### config.mk
export PLATFORM = sky130hd
export DESIGN_NAME = micro_sequencer
export DESIGN_NICKNAME = d
export VERILOG_FILES = /design/src/rtl/micro_sequencer_pkg.sv /design/src/rtl/micro_sequencer.sv
export SDC_FILE = /design/constraint.sdc
export NUM_CORES = 1
export LEC_CHECK = 0
export CAP_MARGIN = 20
export CORE_MARGIN = 2
export CORE_UTILIZATION = 46
export DETAILED_ROUTE_END_ITERATION = 16
export HOLD_SLACK_MARGIN = 0.12
export PLACE_DENSITY = 0.86
export SLEW_MARGIN = 25
export SYNTH_ARGS = -nofsm -noshare
export SYNTH_HDL_FRONTEND = slang
export SYNTH_SLANG_ARGS = --single-unit
### constraint.sdc
create_clock -name sys_clk -period 3.8 [get_ports sys_clk]
set_clock_uncertainty 0.15 [all_clocks]
set_input_delay 0.76 -clock sys_clk [delete_from_list [all_inputs] [get_ports sys_clk]]
set_output_delay 0.76 -clock sys_clk [all_outputs]
set_load 0.03 [all_outputs]
### src/rtl/micro_sequencer_pkg.sv
// rtl/micro_sequencer_pkg.sv - shared phase encodings, widths and opcodes for the micro-sequencer
package micro_sequencer_pkg;

  localparam int CPU_STATES         = 4;
  localparam int CPU_STATE_WIDTH    = $clog2(CPU_STATES);
  localparam int MBRANCH_ADDR_WIDTH = 10;
  localparam int UINSTR_WIDTH       = 44;
  localparam int RETIRED_WIDTH      = 16;
  localparam int UOP_MSB            = UINSTR_WIDTH - 1;
  localparam int UOP_LSB            = UINSTR_WIDTH - 3;

  localparam logic [2:0] UOP_HALT = 3'b111;

  typedef enum logic [CPU_STATE_WIDTH-1:0] {
    FETCH    = 2'd0,
    DECODE   = 2'd1,
    EXECUTE1 = 2'd2,
    EXECUTE2 = 2'd3
  } cpu_state_e;

  function automatic logic [2:0] uop_of(input logic [UINSTR_WIDTH-1:0] word);
    return word[UOP_MSB:UOP_LSB];
  endfunction

  function automatic logic [RETIRED_WIDTH-1:0] sat_inc(input logic [RETIRED_WIDTH-1:0] cnt);
    return (cnt == {RETIRED_WIDTH{1'b1}}) ? cnt : cnt + 1'b1;
  endfunction

endpackage

### src/rtl/micro_sequencer.sv
// rtl/micro_sequencer.sv - four-phase micro-program sequencer with branch, halt and retire count
module micro_sequencer
  import micro_sequencer_pkg::*;
(
  input  logic                          sys_clk,
  input  logic                          sys_reset,
  input  logic                          run,
  input  logic [UINSTR_WIDTH-1:0]       urom_data,
  input  logic                          is_branch,
  input  logic [MBRANCH_ADDR_WIDTH-1:0] mbranch_target,
  input  logic                          branch_cond,
  output logic [MBRANCH_ADDR_WIDTH-1:0] urom_addr,
  output logic                          urom_rd_en,
  output logic [UINSTR_WIDTH-1:0]       uinstr,
  output logic [CPU_STATE_WIDTH-1:0]    cpu_state,
  output logic [MBRANCH_ADDR_WIDTH-1:0] upc,
  output logic                          halted,
  output logic [RETIRED_WIDTH-1:0]      retired
);

  cpu_state_e                    state_q, state_d;
  logic [MBRANCH_ADDR_WIDTH-1:0] upc_q, upc_d;
  logic [UINSTR_WIDTH-1:0]       uinstr_q, uinstr_d;
  logic                          halted_q, halted_d;
  logic [RETIRED_WIDTH-1:0]      retired_q, retired_d;

  always_comb begin
    state_d   = state_q;
    upc_d     = upc_q;
    uinstr_d  = uinstr_q;
    halted_d  = halted_q;
    retired_d = retired_q;
    case (state_q)
      FETCH: begin
        if (run && !halted_q) state_d = DECODE;
      end
      DECODE: begin
        uinstr_d = urom_data;
        state_d  = EXECUTE1;
      end
      EXECUTE1: begin
        state_d = EXECUTE2;
      end
      EXECUTE2: begin
        // Branch inputs are only trusted here; the decode register is stable by now.
        upc_d     = (is_branch && branch_cond) ? mbranch_target : upc_q + 1'b1;
        retired_d = sat_inc(retired_q);
        if (uop_of(uinstr_q) == UOP_HALT) halted_d = 1'b1;
        state_d   = FETCH;
      end
      default: state_d = FETCH;
    endcase
  end

  always_ff @(posedge sys_clk or posedge sys_reset) begin
    if (sys_reset) begin
      state_q   <= FETCH;
      upc_q     <= '0;
      uinstr_q  <= '0;
      halted_q  <= 1'b0;
      retired_q <= '0;
    end else begin
      state_q   <= state_d;
      upc_q     <= upc_d;
      uinstr_q  <= uinstr_d;
      halted_q  <= halted_d;
      retired_q <= retired_d;
    end
  end

  // The read strobe depends on run directly so a fetch is issued in the same FETCH cycle.
  assign urom_rd_en = (state_q == FETCH) && run && !halted_q;
  assign urom_addr  = upc_q;
  assign uinstr     = uinstr_q;
  assign cpu_state  = state_q;
  assign upc        = upc_q;
  assign halted     = halted_q;
  assign retired    = retired_q;

endmodule

==> summary.txt, run 1 <==
Yosys
  – Top-count cell post-synth: dfrtp_1
  – Syn Inst Count: 276
  – Syn Nets: 342
  – Mapped cell area: 3320 um2
  – Area leader, netlist: dfrtp_1
  – Synth Warn #: 0
  – EDFF count, synth: 0
  – Avg Cell Area, Syn: 12.0 um2
  – Yosys reg bits: 73
  – Sequential area share after synthesis: 55.1%
  – Synth top area cells: dfrtp_1 55%, mux2_2 15%, ha_1 2.6%
  – Netlist cell types: 41
  – Synth cell count leaders: 73 x dfrtp_1, 45 x mux2_2, 17 x nand2_1
  – Fraction of registers with async set/reset: 100%
  – Synth top area share: 55.1%
  – Predominant post-synthesis flop cell: dfrtp_1

Route
  – DRC: 0
  – DRT iter0 DRCs: 73
  – ANT nets after route: 0
  – DR pass1 iterations: 4
  – Post-DR vias/cell: 5.16
  – DR vias: 2642
  – Total Wirelength: 8240 um
  – Wire per inst: 16.1 um

Timing
  – RSZ-0062 raised after global routing: false
  – Final period util: 80.9%
  – Final worst path period need: 3.08 ns
  – Slew HR: 60.3%
  – FMAX: 325 MHz
  – Fin. max-slew vios: 0
  – Setup Viol. Count Final: 0
  – Slew @ Worst Pin: 0.595 ns
  – Endpoints failing hold: 0
  – Fin Setup TNS: 0 ns

Clock network
  – Sink Count: 73
  – Setup bufs post-CTS: 0
  – CTS H-tree lvls: 3
  – Clk_lat worst skew: 0.34 ns
  – # resized after CTS: 0
  – CTS Buf Count: 9
  – CTS clk-pin slew, worst paths: 0.08 ns
  – Hold_buf cts: 0
  – CTS tree: done
  – Clk buf depth: 2
  – Clk root buf: clkbuf_8

Setup path
  – CP Cell Sequence: clkdlybuf4s50_1 -> inv_1 -> nor3b_1 -> clkdlybuf4s50_1
  – Critical Path Sink Type: primary output
  – CP bufs+invs: 3
  – Setup Crit Path Kind: in2out
  – CP max stage delay: 0.71 ns
  – Worst-path maximum fanout: 2
  – CP required: 2.89 ns
  – Worst Path Arrival: 2.17 ns
  – Critical path startpoint category: input pin
  – CP most frequent cell: clkdlybuf4s50_1
  – CP top delay family: buffers and inverters
  – Slowest cell on the critical path: clkdlybuf4s50_1

Run
  – Max-cap violations: 0

Global route
  – First-pass GRT wire length: 12900 um
  – Vias in the first global route: 2670
  – Initial antenna violation count: 0
  – Largest net degree at the start of global routing: 74
  – Gr usage total: 21.5%
  – GR Overflow Total: 0

Finish
  – Fin area: 5000 um2
  – Final nets: 477
  – Layout cells sized above 1: 16.8%
  – Area Growth Syn to Fin: 50.7%
  – Antenna fix cells: 0

Placed design
  – Placed Instance Area: 4760 um2
  – IO Port Bufs: 142
  – Hpwl dp: 5750 um
  – RD Place Congestion: 0.778

Floorplan
  – Core area: 6870 um2
  – Die height: 88.9 um
  – # IOs: 143
  – Row count: 30
  – Die width: 88.9 um
  – Initial Util: 48.3%
  – Die Area: 7910 um2

Power and ir drop
  – Combinational share of power: 54.3%
  – Clock power share: 14.7%
  – Leak pwr: 0.00207 uW
  – Power per cell area: 901 nW/um2
  – Sw Share: 42.4%
  – Switching pwr: 1910 uW
  – Flop pwr share: 31.0%
  – Internal power: 2590 uW
  – Peak supply drop: 0.589 mV

Outcome
  – Status: complete, no violations

Min path
  – Hold Path Class: reg2reg
-- metrics by stage --
step                cells  utilization [%]  power [uW]  worst slack [ns]  hold slack [ns]
floorplan             276                -        2880              1.04            0.525
global placement      495             69.3        3790             0.775            0.338
detailed placement    495             69.3        3840             0.728            0.345
CTS                   511             72.4        4530             0.720            0.363
global route          512             72.8        4750             0.662            0.378
finish                512             72.8        4500             0.724            0.358
-- cells by family (layout without fill, tap and decap cells) --
family,count (synthesis),count (layout),share of synthesized area (%)
flops,73,73,55.1
simple gates,73,73,12.3
mux,46,46,15.6
compound gates,40,40,7.54
buf+inv,27,167,4.22
xor+xnor,10,10,2.64
fa+ha+maj,7,7,2.64
-- metal layers --
layer	track usage [%]	vias up	wire length [um]	share of wire, %
met5	0	-	0	0
met4	8.68	0	152	1.8
met3	9.42	11	832	10
met2	33.1	113	3780	46
met1	26.8	1270	3480	42
li1	-	1248	-	-
-- registers in the layout, indices dropped and copies added, names as in the netlist --
signal and flops:
upc 10, retired 16, halted 1, cpu_state 2, uinstr 44
-- path summary, 6_finish.rpt --
kind,slack (ns),cells past startpoint,endpoint,startpoint
hold reg to reg,0.36,1,uinstr[12],uinstr[12]
hold / removal,0.36,1,uinstr[12],uinstr[12]
setup / recovery,0.72,4,urom_rd_en,run
min in group asynchronous,0.65,3,uinstr[33],sys_reset
setup reg to reg,1.57,5,retired[1],retired[0]
max in group asynchronous,2.28,4,retired[6],sys_reset
-- layout make-up --
type	instances	area [um2]
inverter	6	22.5
tap	96	120
sequential	73	1830
clock buffer	11	131
multi-input combinational	176	1360
clock inverter	5	80.1
timing repair buffer	145	1460
fill	483	1870
-- power groups by stage --
stage          registers, uW  logic [uW]  clock network [uW]
2_1_floorplan           2020         857                   0
3_3_place_gp            1380        2410                   0
5_1_grt                 1450        2590                 712
3_5_place_dp            1400        2440                   0
6_report                1390        2450                 663
4_1_cts                 1390        2460                 673
-- placed cells by master, fill, tap and decap left out, types with 3 or more instances in the layout --
cell	instances
a21oi_1	12
inv_1	5
xor2_1	8
nor2_1	11
clkbuf_8	9
o22ai_1	3
o21a_1	3
clkdlybuf4s50_1	142
mux2_2	45
nand2_1	17
nor3_1	10
nor4_1	3
and3_1	3
nand4_1	4
ha_1	6
nand3_1	13
dfrtp_1	73
o21ai_0	11
(Power assumes the default switching activity.)
==> run 2: changes to the inputs <==
--- a/config.mk
+++ b/config.mk
@@ -7,10 +7,10 @@
 export LEC_CHECK = 0
 export CAP_MARGIN = 20
 export CORE_MARGIN = 2
-export CORE_UTILIZATION = 46
+export CORE_UTILIZATION = 42
 export DETAILED_ROUTE_END_ITERATION = 16
 export HOLD_SLACK_MARGIN = 0.12
-export PLACE_DENSITY = 0.86
+export PLACE_DENSITY = 0.8
 export SLEW_MARGIN = 25
 export SYNTH_ARGS = -nofsm -noshare
 export SYNTH_HDL_FRONTEND = slang
==> constraint.sdc (replaced) <==
create_clock -name sys_clk -period 2.9 [get_ports sys_clk]
set_clock_uncertainty 0.15 [all_clocks]
set_input_delay 0.58 -clock sys_clk [delete_from_list [all_inputs] [get_ports sys_clk]]
set_output_delay 0.58 -clock sys_clk [all_outputs]
set_load 0.03 [all_outputs]
==> run 2 against run 1 <==
Net effect:
- die area rose by 9.1%
- largest power group unchanged
- largest cell class unchanged
- sequential cell count stayed put
- routed wire length fell by 1.2%
- cell count is 0.98% higher
- sequential power up 32%
- count of clock-buffer cells in the layout shrank 1
- non-clock buffer count is the same
==> summary.txt, run 2 (synthesis results as in run 1) <==
Outcome
  – Status: complete, no violations (unchanged)

Clock network
  – CTS tree: done (unchanged)
  – CTS clk-pin slew, worst paths: 0.08 ns (about the same)
  – CTS Buf Count: 9 (unchanged)
  – CTS H-tree lvls: 3 (unchanged)
  – Hold_buf cts: 0 (unchanged)
  – Clk buf depth: 2 (unchanged)
  – # resized after CTS: 0 (unchanged)
  – Setup bufs post-CTS: 0 (unchanged)
  – Clk root buf: clkbuf_8 (unchanged)
  – Sink Count: 73 (unchanged)
  – Clk_lat worst skew: 0.34 ns (about the same)

Power and ir drop
  – Clock power share: 13.4% (was 14.7%)
  – Leak pwr: 0.00207 uW (about the same)
  – Internal power: 3340 uW (was 2590 uW)
  – Peak supply drop: 0.815 mV (was 0.589 mV)
  – Total power: 5840 uW (was 4500 uW)
  – Combinational share of power: 55.2% (was 54.3%)
  – Switching pwr: 2500 uW (was 1910 uW)
  – Sw Share: 42.7% (was 42.4%)
  – Flop pwr share: 31.3% (was 31.0%)
  – Power per cell area: 1170 nW/um2 (was 901 nW/um2)

Floorplan
  – Core area: 7690 um2 (was 6870 um2)
  – Die Area: 8630 um2 (was 7910 um2)
  – Row count: 32 (was 30)
  – Initial Util: 43.2% (was 48.3%)
  – # IOs: 143 (unchanged)
  – Die width: 92.9 um (was 88.9 um)
  – Die height: 92.9 um (was 88.9 um)

Finish
  – Area Growth Syn to Fin: 50.5% (was 50.7%)
  – Non-filler cells in the finished layout: 517 (was 512)
  – Fin util: 65.0% (was 72.8%)
  – Layout cells sized above 1: 17.1% (was 16.8%)
  – Max reg flops: 44 (unchanged)
  – Fin area: 4990 um2 (was 5000 um2)
  – Final nets: 477 (unchanged)
  – Antenna fix cells: 0 (unchanged)
  – Filler Cells Inserted: 620 (was 483)
  – Commonest non-fill, non-tap cell in the layout: clkdlybuf4s50_1 (unchanged)
  – Most frequent cells in the layout: 142 x clkdlybuf4s50_1, 73 x dfrtp_1, 45 x mux2_2 (unchanged)

Timing
  – RSZ-0062 raised after global routing: false (unchanged)
  – Fin Setup TNS: 0 ns (unchanged)
  – Final period util: 93.1%
  – Setup Viol. Count Final: 0 (unchanged)
  – FMAX: 370 MHz
  – Fin. max-slew vios: 0 (unchanged)
  – Final worst path period need: 2.70 ns
  – Slew HR: 60.7% (was 60.3%)
  – Endpoints failing hold: 0 (unchanged)
  – Slew @ Worst Pin: 0.589 ns (was 0.595 ns)

Route
  – Post-DR vias/cell: 5.10 (was 5.16)
  – ANT nets after route: 0 (unchanged)
  – Wire per inst: 15.7 um (was 16.1 um)
  – DRC: 0 (unchanged)
  – DRT iter0 DRCs: 103 (was 73)
  – DR vias: 2636 (was 2642)
  – DR pass1 iterations: 5 (was 4)
  – Total Wirelength: 8140 um (was 8240 um)

Placed design
  – RD Place Congestion: 0.802 (was 0.778)
  – Placed Instance Area: 4800 um2 (was 4760 um2)
  – Placed cell count: 502 (was 495)
  – IO Port Bufs: 142 (unchanged)
  – Hpwl dp: 5950 um (was 5750 um)

Setup path
  – Crit. Startpoint: cpu_state[0] (was run)
  – CP bufs+invs: 2 (was 3)
  – Worst Path Arrival: 1.97 ns (was 2.17 ns)
  – Setup Crit Path Kind: reg2out (was in2out)
  – Slowest cell on the critical path: clkdlybuf4s50_1 (unchanged)
  – CP max stage delay: 0.71 ns (about the same)
  – CP top delay family: buffers and inverters (unchanged)
  – Critical Path Sink Type: primary output (unchanged)
  – CP Cell Sequence: inv_1 -> ha_1 -> nor3b_1 -> clkdlybuf4s50_1 (was clkdlybuf4s50_1 -> inv_1 -> nor3b_1 -> clkdlybuf4s50_1)
  – Critical path startpoint category: flip-flop (was input pin)
  – Reg-to-reg startpoint: retired[0] (unchanged)
  – CP required: 2.17 ns (was 2.89 ns)
  – Worst-path maximum fanout: 4 (was 2)

Global route
  – GR Overflow Total: 0 (unchanged)
  – First-pass GRT wire length: 13300 um (was 12900 um)
  – Gr usage total: 19.8% (was 21.5%)
  – Vias in the first global route: 2842 (was 2670)
  – Initial antenna violation count: 0 (unchanged)
  – Largest net degree at the start of global routing: 48 (was 74)

Run
  – Max-cap violations: 0 (unchanged)

Min path
  – Hold Path Class: reg2reg (unchanged)
  – Hold_sp: uinstr[4] (was uinstr[12])
[run 2: changes by cell type in the layout (fill, tap and decap cells not counted)]
cell,previous run,this run
buf_12,1,2
buf_4,2,1
bufinv_16,2,1
clkbuf_1,2,0
clkbuf_8,9,10
clkinv_2,1,2
clkinv_4,0,1
clkinvlp_4,2,1
ha_2,0,1
ha_4,1,0
[run 2: final timing paths]
check / end / slack, ns / cells after the start
worst max register to register: retired[1] / 0.72 / 5
worst min-delay path: uinstr[4] / 0.36 / 1
min in group asynchronous: retired[3] / 0.47 / 2
worst max-delay path: urom_rd_en / 0.20 / 4
max in group asynchronous: uinstr[12] / 1.48 / 3
worst min register to register: uinstr[4] / 0.36 / 1
[run 2: area by class of cell]
cell class,count,area [um2],share of cell area [%]
clock buffers,10,138,2.76
clock inverters,5,56.3,1.13
inverters,6,22.5,0.451
multi-input cells,176,1350,27.1
flip-flops and latches,73,1830,36.6
well taps,102,128,2.56
repair buffers,145,1470,29.4
[run 2: worst register-to-register path, stage by stage (launching register included)]
cell and delay [ns]:
dfrtp_1 0.42, ha_1 0.29, nand4_4 0.18, nor4_4 0.48, nand2b_2 0.22, mux2_1 0.33
[run 2: power by group through the flow]
stage	combinational (uW)	clock [uW]	sequential, uW
floorplan	1120	0	2650
global placement	3190	0	1800
detailed placement	3240	0	1840
CTS	3260	815	1830
global route	3410	858	1900
finish	3230	785	1830
[run 2: metal layers]
layer	up-vias	share of wire [%]	GRT usage, %
met5	-	0	0
met4	0	1.4	7.84
met3	11	12	10.7
met2	106	46	30.4
met1	1270	40	23.3
li1	1249	-	-
[run 2: through the flow]
stage,hold slack [ns],worst slack [ns]
floorplan,0.525,0.317
global placement,0.339,0.226
global route,0.381,0.0923
finish,0.360,0.200
detailed placement,0.345,0.229
CTS,0.363,0.173
